[config.mk]
export PLATFORM = sky130hd
export DESIGN_NAME = spi_reg_ctrl
export DESIGN_NICKNAME = d
export VERILOG_FILES = /design/src/rtl/spi_pkg.sv /design/src/rtl/sync_edge_det.sv /design/src/rtl/spi_reg_ctrl.sv
export SDC_FILE = /design/constraint.sdc
export NUM_CORES = 1
export LEC_CHECK = 0
export ABC_AREA = 1
export CORE_AREA = 2 2 88 90
export DETAILED_ROUTE_END_ITERATION = 16
export DIE_AREA = 0 0 90 92
export PLACE_DENSITY_LB_ADDON = 0.3
export SYNTH_ARGS = -nofsm -noshare
export SYNTH_HDL_FRONTEND = slang
export SYNTH_SLANG_ARGS = --single-unit
[constraint.sdc]
create_clock -name clk -period 5.8 [get_ports clk]
set_input_delay 0.87 -clock clk [delete_from_list [all_inputs] [get_ports clk]]
set_output_delay 0.87 -clock clk [all_outputs]
set_load 0.05 [all_outputs]
[src/rtl/spi_pkg.sv]
// Shared constants, FSM state encoding and register map for the SPI register-write controller.
package spi_pkg;

  localparam int unsigned ADDR_W_DEF  = 7;
  localparam int unsigned DATA_W_DEF  = 8;
  localparam int unsigned FRAME_BITS  = 16;
  localparam int unsigned RW_BIT      = 15;
  localparam int unsigned BIT_CNT_W   = 5;
  localparam int unsigned BIT_CNT_SAT = 17;

  typedef enum logic [1:0] {
    ST_IDLE   = 2'd0,
    ST_SHIFT  = 2'd1,
    ST_COMMIT = 2'd2
  } state_e;

  // Peripheral register map; REG_COUNT is the number of implemented registers.
  typedef enum int unsigned {
    REG_PWM_DUTY   = 0,
    REG_PWM_PERIOD = 1,
    REG_OUT_EN     = 2,
    REG_OUT_POL    = 3,
    REG_CTRL       = 4,
    REG_COUNT      = 5
  } reg_idx_e;

endpackage

[src/rtl/sync_edge_det.sv]
// Multi-flop synchronizer for an asynchronous input, with combinational rise/fall pulses
// derived from the synchronized level against one extra delayed copy.
module sync_edge_det #(
  parameter int unsigned SYNC_STAGES = 2
) (
  input  logic clk,
  input  logic rst,
  input  logic din,
  output logic level,
  output logic rise_c,
  output logic fall_c
);

  logic [SYNC_STAGES-1:0] sync_q;
  logic                   dly_q;

  always_ff @(posedge clk or posedge rst) begin
    if (rst) begin
      sync_q <= '0;
      dly_q  <= 1'b0;
    end else begin
      sync_q <= {sync_q[SYNC_STAGES-2:0], din};
      dly_q  <= sync_q[SYNC_STAGES-1];
    end
  end

  assign level  = sync_q[SYNC_STAGES-1];
  assign rise_c = sync_q[SYNC_STAGES-1] & ~dly_q;
  assign fall_c = ~sync_q[SYNC_STAGES-1] & dly_q;

endmodule

[src/rtl/spi_reg_ctrl.sv]
// SPI write controller: oversamples the SPI pins in the clk domain, assembles 16-bit frames
// and commits valid writes to the register bank in a single clk cycle after ncs deasserts.
module spi_reg_ctrl
  import spi_pkg::*;
#(
  parameter int unsigned NUM_REGS    = REG_COUNT,
  parameter int unsigned ADDR_W      = ADDR_W_DEF,
  parameter int unsigned DATA_W      = DATA_W_DEF,
  parameter int unsigned SYNC_STAGES = 2
) (
  input  logic                         clk,
  input  logic                         rst,
  input  logic                         sclk,
  input  logic                         copi,
  input  logic                         ncs,
  output logic [NUM_REGS*DATA_W-1:0]   reg_out,
  output logic                         wr_strobe,
  output logic [ADDR_W-1:0]            wr_addr,
  output logic [DATA_W-1:0]            wr_data,
  output logic                         frame_err,
  output logic [7:0]                   txn_count
);

  logic sclk_lvl, sclk_rise, sclk_fall;
  logic copi_lvl, copi_rise, copi_fall;
  logic ncs_lvl, ncs_rise, ncs_fall;

  sync_edge_det #(.SYNC_STAGES(SYNC_STAGES)) u_sync_sclk (
    .clk(clk), .rst(rst), .din(sclk), .level(sclk_lvl), .rise_c(sclk_rise), .fall_c(sclk_fall)
  );
  sync_edge_det #(.SYNC_STAGES(SYNC_STAGES)) u_sync_copi (
    .clk(clk), .rst(rst), .din(copi), .level(copi_lvl), .rise_c(copi_rise), .fall_c(copi_fall)
  );
  sync_edge_det #(.SYNC_STAGES(SYNC_STAGES)) u_sync_ncs (
    .clk(clk), .rst(rst), .din(ncs), .level(ncs_lvl), .rise_c(ncs_rise), .fall_c(ncs_fall)
  );

  logic unused_sync_outs;
  assign unused_sync_outs = sclk_lvl ^ sclk_fall ^ copi_rise ^ copi_fall ^ ncs_lvl;

  state_e                 state_q;
  logic [FRAME_BITS-1:0]  shift_q;
  logic [BIT_CNT_W-1:0]   bit_cnt_q;
  logic                   fall_pend_q;

  logic                   frame_rw;
  logic [ADDR_W-1:0]      frame_addr;
  logic [DATA_W-1:0]      frame_data;

  assign frame_rw   = shift_q[RW_BIT];
  assign frame_addr = shift_q[DATA_W +: ADDR_W];
  assign frame_data = shift_q[DATA_W-1:0];

  // A chip-select fall seen during COMMIT is remembered so IDLE can still open the next frame.
  always_ff @(posedge clk or posedge rst) begin
    if (rst) begin
      state_q     <= ST_IDLE;
      shift_q     <= '0;
      bit_cnt_q   <= '0;
      fall_pend_q <= 1'b0;
      reg_out     <= '0;
      wr_strobe   <= 1'b0;
      wr_addr     <= '0;
      wr_data     <= '0;
      frame_err   <= 1'b0;
      txn_count   <= '0;
    end else begin
      wr_strobe <= 1'b0;
      frame_err <= 1'b0;
      unique case (state_q)
        ST_IDLE: begin
          fall_pend_q <= 1'b0;
          if (ncs_fall || fall_pend_q) begin
            state_q   <= ST_SHIFT;
            shift_q   <= '0;
            bit_cnt_q <= '0;
          end
        end
        ST_SHIFT: begin
          if (ncs_rise) begin
            state_q <= ST_IDLE;
            if (bit_cnt_q == BIT_CNT_W'(FRAME_BITS)) begin
              if (frame_rw) begin
                if (frame_addr < ADDR_W'(NUM_REGS)) state_q <= ST_COMMIT;
                else                                frame_err <= 1'b1;
              end
            end else begin
              frame_err <= 1'b1;
            end
          end else if (sclk_rise) begin
            shift_q <= {shift_q[FRAME_BITS-2:0], copi_lvl};
            if (bit_cnt_q != BIT_CNT_W'(BIT_CNT_SAT)) bit_cnt_q <= bit_cnt_q + BIT_CNT_W'(1);
          end
        end
        ST_COMMIT: begin
          for (int i = 0; i < NUM_REGS; i++) begin
            if (frame_addr == ADDR_W'(i)) reg_out[i*DATA_W +: DATA_W] <= frame_data;
          end
          wr_addr     <= frame_addr;
          wr_data     <= frame_data;
          wr_strobe   <= 1'b1;
          txn_count   <= txn_count + 8'd1;
          fall_pend_q <= ncs_fall;
          state_q     <= ST_IDLE;
        end
        default: state_q <= ST_IDLE;
      endcase
    end
  end

endmodule

* Word-level counts from Yosys, hierarchy flattened
Cells that the tools add are included.
Storage, ports and cells: word-level logic and storage cells 76, bits of input ports 5, output and inout bits 65, bits in registers 97
Cells by class: bitwise logic cells 6, mux-type cells 22, $add $sub $neg 2, equal/unequal tests 13, $lt $le $gt $ge 1, reductions and logical operators 13
Operators with widths (count):
- two-way mux 16 bit | 3
- case mux 16 bit (2 select lines) | 1
- two-way mux 5 bit | 4
- equality test 7 x 2 -> 1 bit (second input constant) | 2
- AND reduction 2 bit | 6
- two-way mux 2 bit | 5
- != test 2 bit (second input constant) | 5
- case mux 5 bit (2 select lines) | 1
- adder 8 x 1 -> 8 bit (second input constant) | 1
- equality test 7 x 1 -> 1 bit (second input constant) | 1
- equality test 7 x 3 -> 1 bit (second input constant) | 1
- zero test 7 bit | 1
- < comparator 7 x 3 -> 1 bit (second input constant) | 1
- two-way mux 1 bit | 6
- adder 5 x 1 -> 5 bit (second input constant) | 1
- equality test 5 bit (second input constant) | 1
- != test 5 bit (second input constant) | 1
- AND reduction 5 bit | 1
- case mux 2 bit (2 select lines) | 1
- AND reduction 4 bit | 1
- nonzero test 2 bit | 2
- AND 1 bit | 3
- inverter 1 bit | 3
- equality test 2 x 1 -> 1 bit (second input constant) | 1
- 4 further kinds | 4

* Logic depth before layout (Yosys ltp)
word-level depth 6, depth in mapped cells 9, mapped depth without buffers 9

* Cells and area by module
From an unflattened synthesis, not the netlist that was laid out.
Second synthesis, totals: cells, all modules 454, area total of the unflattened synthesis 4149.0 sq um
By module, submodules not included:
- spi_reg_ctrl | area an instance 3867.5 sq um, cells each 430, sequential area each 2227.1 sq um, instances 1
- sync_edge_det | area an instance 93.8 sq um, cells each 8, sequential area each 75.1 sq um, instances 3

* Least setup slack after synthesis
OpenSTA, ideal clock, no wires.
kind register -> output, from register txn_count[5], to output port txn_count[5], setup slack 4.272 ns, stages on the path, launching flop included 1, arrival 0.658 ns, data required time 4.930 ns, path buffers 0, path through dfrtp_1
RTL lines:
- start: declaration | RTL line spi_reg_ctrl.sv:21 | output logic [7:0] txn_count
- start signal: assignment | RTL line spi_reg_ctrl.sv:102 | txn_count <= txn_count + 8'd1;
No word-level cell between the ends.

* Final worst setup path
from register txn_count[5], to output port txn_count[5]
No word-level cell between the ends.

==> flow_summary.yaml <==
critical_path:
  r2r_start: "state_q[0]"
  end_kind: "output port"
  critPathTopFamily: "buffers and inverters"
  critPathLaunch: "txn_count[5]"
  worstReg2RegEnd: "reg_out[1]"
  path_buf_inv: 1
  critPathCapture: "txn_count[5]"
  crit_cells: 1
  cp_slowest_cell: "clkdlybuf4s50_1"
  crit_fanout: 6
  worstSetupStartpointType: "flop"
  setup.worst_path.class: "flop to output port"
  worst_ep_arrival_time_ps: 1630
  cp.required_ps: 4930
  rrSetupSlack_ps: 4080
  crit_chain: "clkdlybuf4s50_1"
  max_stage_delay_ps: 830
  rr_worst_depth: 6
die:
  core_area_mm2: 0.00745
  fp.dieH_um: 92
  dieArea_mm2: 0.00828
  initial_core_util: 0.533
  ios: 70
  placementRows: 32
  dieWidth_um: 90
detailed_routing:
  drt_iter0_drc: 145
  vias: 2963
  via_per_inst: 4.93
  wl_um: 7840
  antenna_left: 0
  dr.pass1.iters: 4
  drc: 0
  wire_per_inst_um: 13.0
yosys:
  ys.flop_type: "dfrtp_1"
  yosysTopAreaCellShare: 0.611
  ys_async_sr_fraction: 1.00
  avgSynthCellArea_um2: 9.41
  ys_warn_count: 0
  synth_seq_cells: 97
  yosysSeqAreaShare: 0.611
  syn-instance-count: 422
  synth_fp_nets: 431
  synthTopCellsByArea: "dfrtp_1 (61%), nand2_1 (15%), inv_1 (2.8%)"
  netlist_area_mm2: 0.00397
  synth_top_area_cell: "dfrtp_1"
  yosysUniqueCellTypes: 29
  synth-edff-count: 0
finish:
  area_growth_syn_to_layout_pct: 23.6
  fillerInstances: 631
  nNetsFinal: 503
  drive_gt1_frac: 0.0962
  regArea_mm2: 0.00243
  antenna_cells: 0
  multi_input_area_mm2: 0.00134
clocking:
  cts_buffers: 9
  clockBufferDepth: 2
  postCtsSetupRepairBufs: 0
  cts_tree: "yes"
  clk_latency_ps: 360
  cts.sink_count: 97
  htreeDepth: 3
  cts_root_buffer: "clkbuf_8"
  post_cts_hold_buffer_count: 0
  cts_resized: 0
  clk_pin_slew_worst_paths_ps: 90
timing:
  slew_viol_final: 0
  relSlewSlack: 0.286
  fin_crit_sh: 0.430
  finalWorstSetupSlack_ps: 3300
  setup_viol: 0
  finalCriticalPeriod_ps: 2500
  hold_viol_final: 0
  rsz0062_at_grt: "false"
  worst_slew_pin_slew_ps: 1070
  fmax_mhz: 401
  clock_skew_ps: 7.12
  fin_setup_tns_ps: 0
placement:
  dpl.hpwl_um: 5500
  dp_worst_setup_slack_ps: 3270
  gp_congestion: 0.775
  port_buffers: 69
power_and_ir_drop:
  swShare: 0.273
  p_int_uw: 915
  pwr-share-seq: 0.582
  p_switching_uw: 344
  power_density_mw_per_mm2: 256
  ir_drop_mv: 0.225
  p_leak_nw: 2.36
  pwr-share-comb: 0.100
  p_clk_frac: 0.319
grt:
  grt_antenna_before_repair: 0
  grt_max_degree: 66
  grt_pass1_vias: 2858
  grt_first_pass_wirelength_um: 13500
  overflow: 0
  grt_usage: 0.204
run:
  cap_violations: 0
hold_path:
  hp-class: "flop to flop"
run_status:
  status: "completed"
## cell families (layout without fill, tap and decap cells)
family                     count (synthesis)  after routing  synth area share
AOI/OAI and AO/OA                         47             47            0.0662
xor gates and xnor gates                   5              5            0.0110
adders and majority gates                  4              4            0.0126
buffers and inverters                     44            121            0.0517
DFF                                       97             97             0.611
and+or+nand+nor                          225            225             0.247
## worst min path at each step
stage,startpoint,endpoint,cells past startpoint
final,u_sync_sclk.sync_q[0],u_sync_sclk.sync_q[1],0
after floorplan,u_sync_copi.sync_q[0],u_sync_copi.sync_q[1],0
after global placement,u_sync_sclk.sync_q[0],u_sync_sclk.sync_q[1],0
after CTS,u_sync_ncs.sync_q[0],u_sync_ncs.sync_q[1],0
after detailed placement,u_sync_ncs.sync_q[0],u_sync_ncs.sync_q[1],0
after global routing,u_sync_ncs.sync_q[0],u_sync_ncs.sync_q[1],0
## area by class of cell
cell class	count	share of cell area
sequential	97	0.494
multi-input combinational	281	0.273
timing repair buffer	71	0.144
clock buffer	11	0.0308
inverter	34	0.0262
tap	102	0.0260
clock inverter	5	0.00612
## per-stage QoR
step	utilization	hold slack [ps]	area [um^2]	cells	total power, mW
3_3_place_gp	0.635	334	4730	585	0.868
6_report	0.659	355	4910	601	1.26
2_1_floorplan	-	331	3970	422	0.839
5_1_grt	0.659	361	4910	601	1.32
4_1_cts	0.659	353	4910	601	1.27
3_5_place_dp	0.635	337	4730	585	0.873
## cells in the mapped netlist (2+ instances only)
master / count
nand3_1: 19
xnor2_1: 2
xor2_1: 3
inv_2: 4
buf_6: 4
o21ai_0: 19
nand4_1: 5
nor2_4: 3
o21ai_1: 19
nand2_1: 162
ha_1: 4
buf_2: 2
buf_4: 2
clkbuf_1: 2
nand2_2: 10
dfrtp_1: 97
o21ai_2: 6
nor2_1: 18
nor2_2: 2
inv_1: 30
## cell usage in the layout, fill, tap and decap left out, drive strengths merged, types with 3 or more instances in the layout
cell type	count
dfrtp	97
clkdlybuf4s50	69
xor2	3
clkbuf	11
clkinv	4
nand3	20
nand4	6
ha	4
nor2	23
inv	33
nand2	173
o21ai	44
## flip-flops by register name (all words and copies together), names as in the netlist, 5 cells and up
name       cells
txn_count      8
bit_cnt_q      5
reg_out       40
shift_q       16
wr_addr        7
wr_data        8
## power groups by stage
stage / registers, mW / clock network, mW / logic [mW]
3_5_place_dp: 0.745 / 0 / 0.128
6_report: 0.732 / 0.401 / 0.126
3_3_place_gp: 0.743 / 0 / 0.125
2_1_floorplan: 0.733 / 0 / 0.106
4_1_cts: 0.732 / 0.410 / 0.128
5_1_grt: 0.738 / 0.440 / 0.145
## per-layer routing
metal / vias up / GRT usage / wire length (um)
met5: - / 0 / 0
met4: 0 / 0.0769 / 112
met3: 9 / 0.0435 / 304
met2: 53 / 0.330 / 3770
met1: 1429 / 0.275 / 3650
li1: 1472 / - / -
Power figures use the tool's default switching activity.
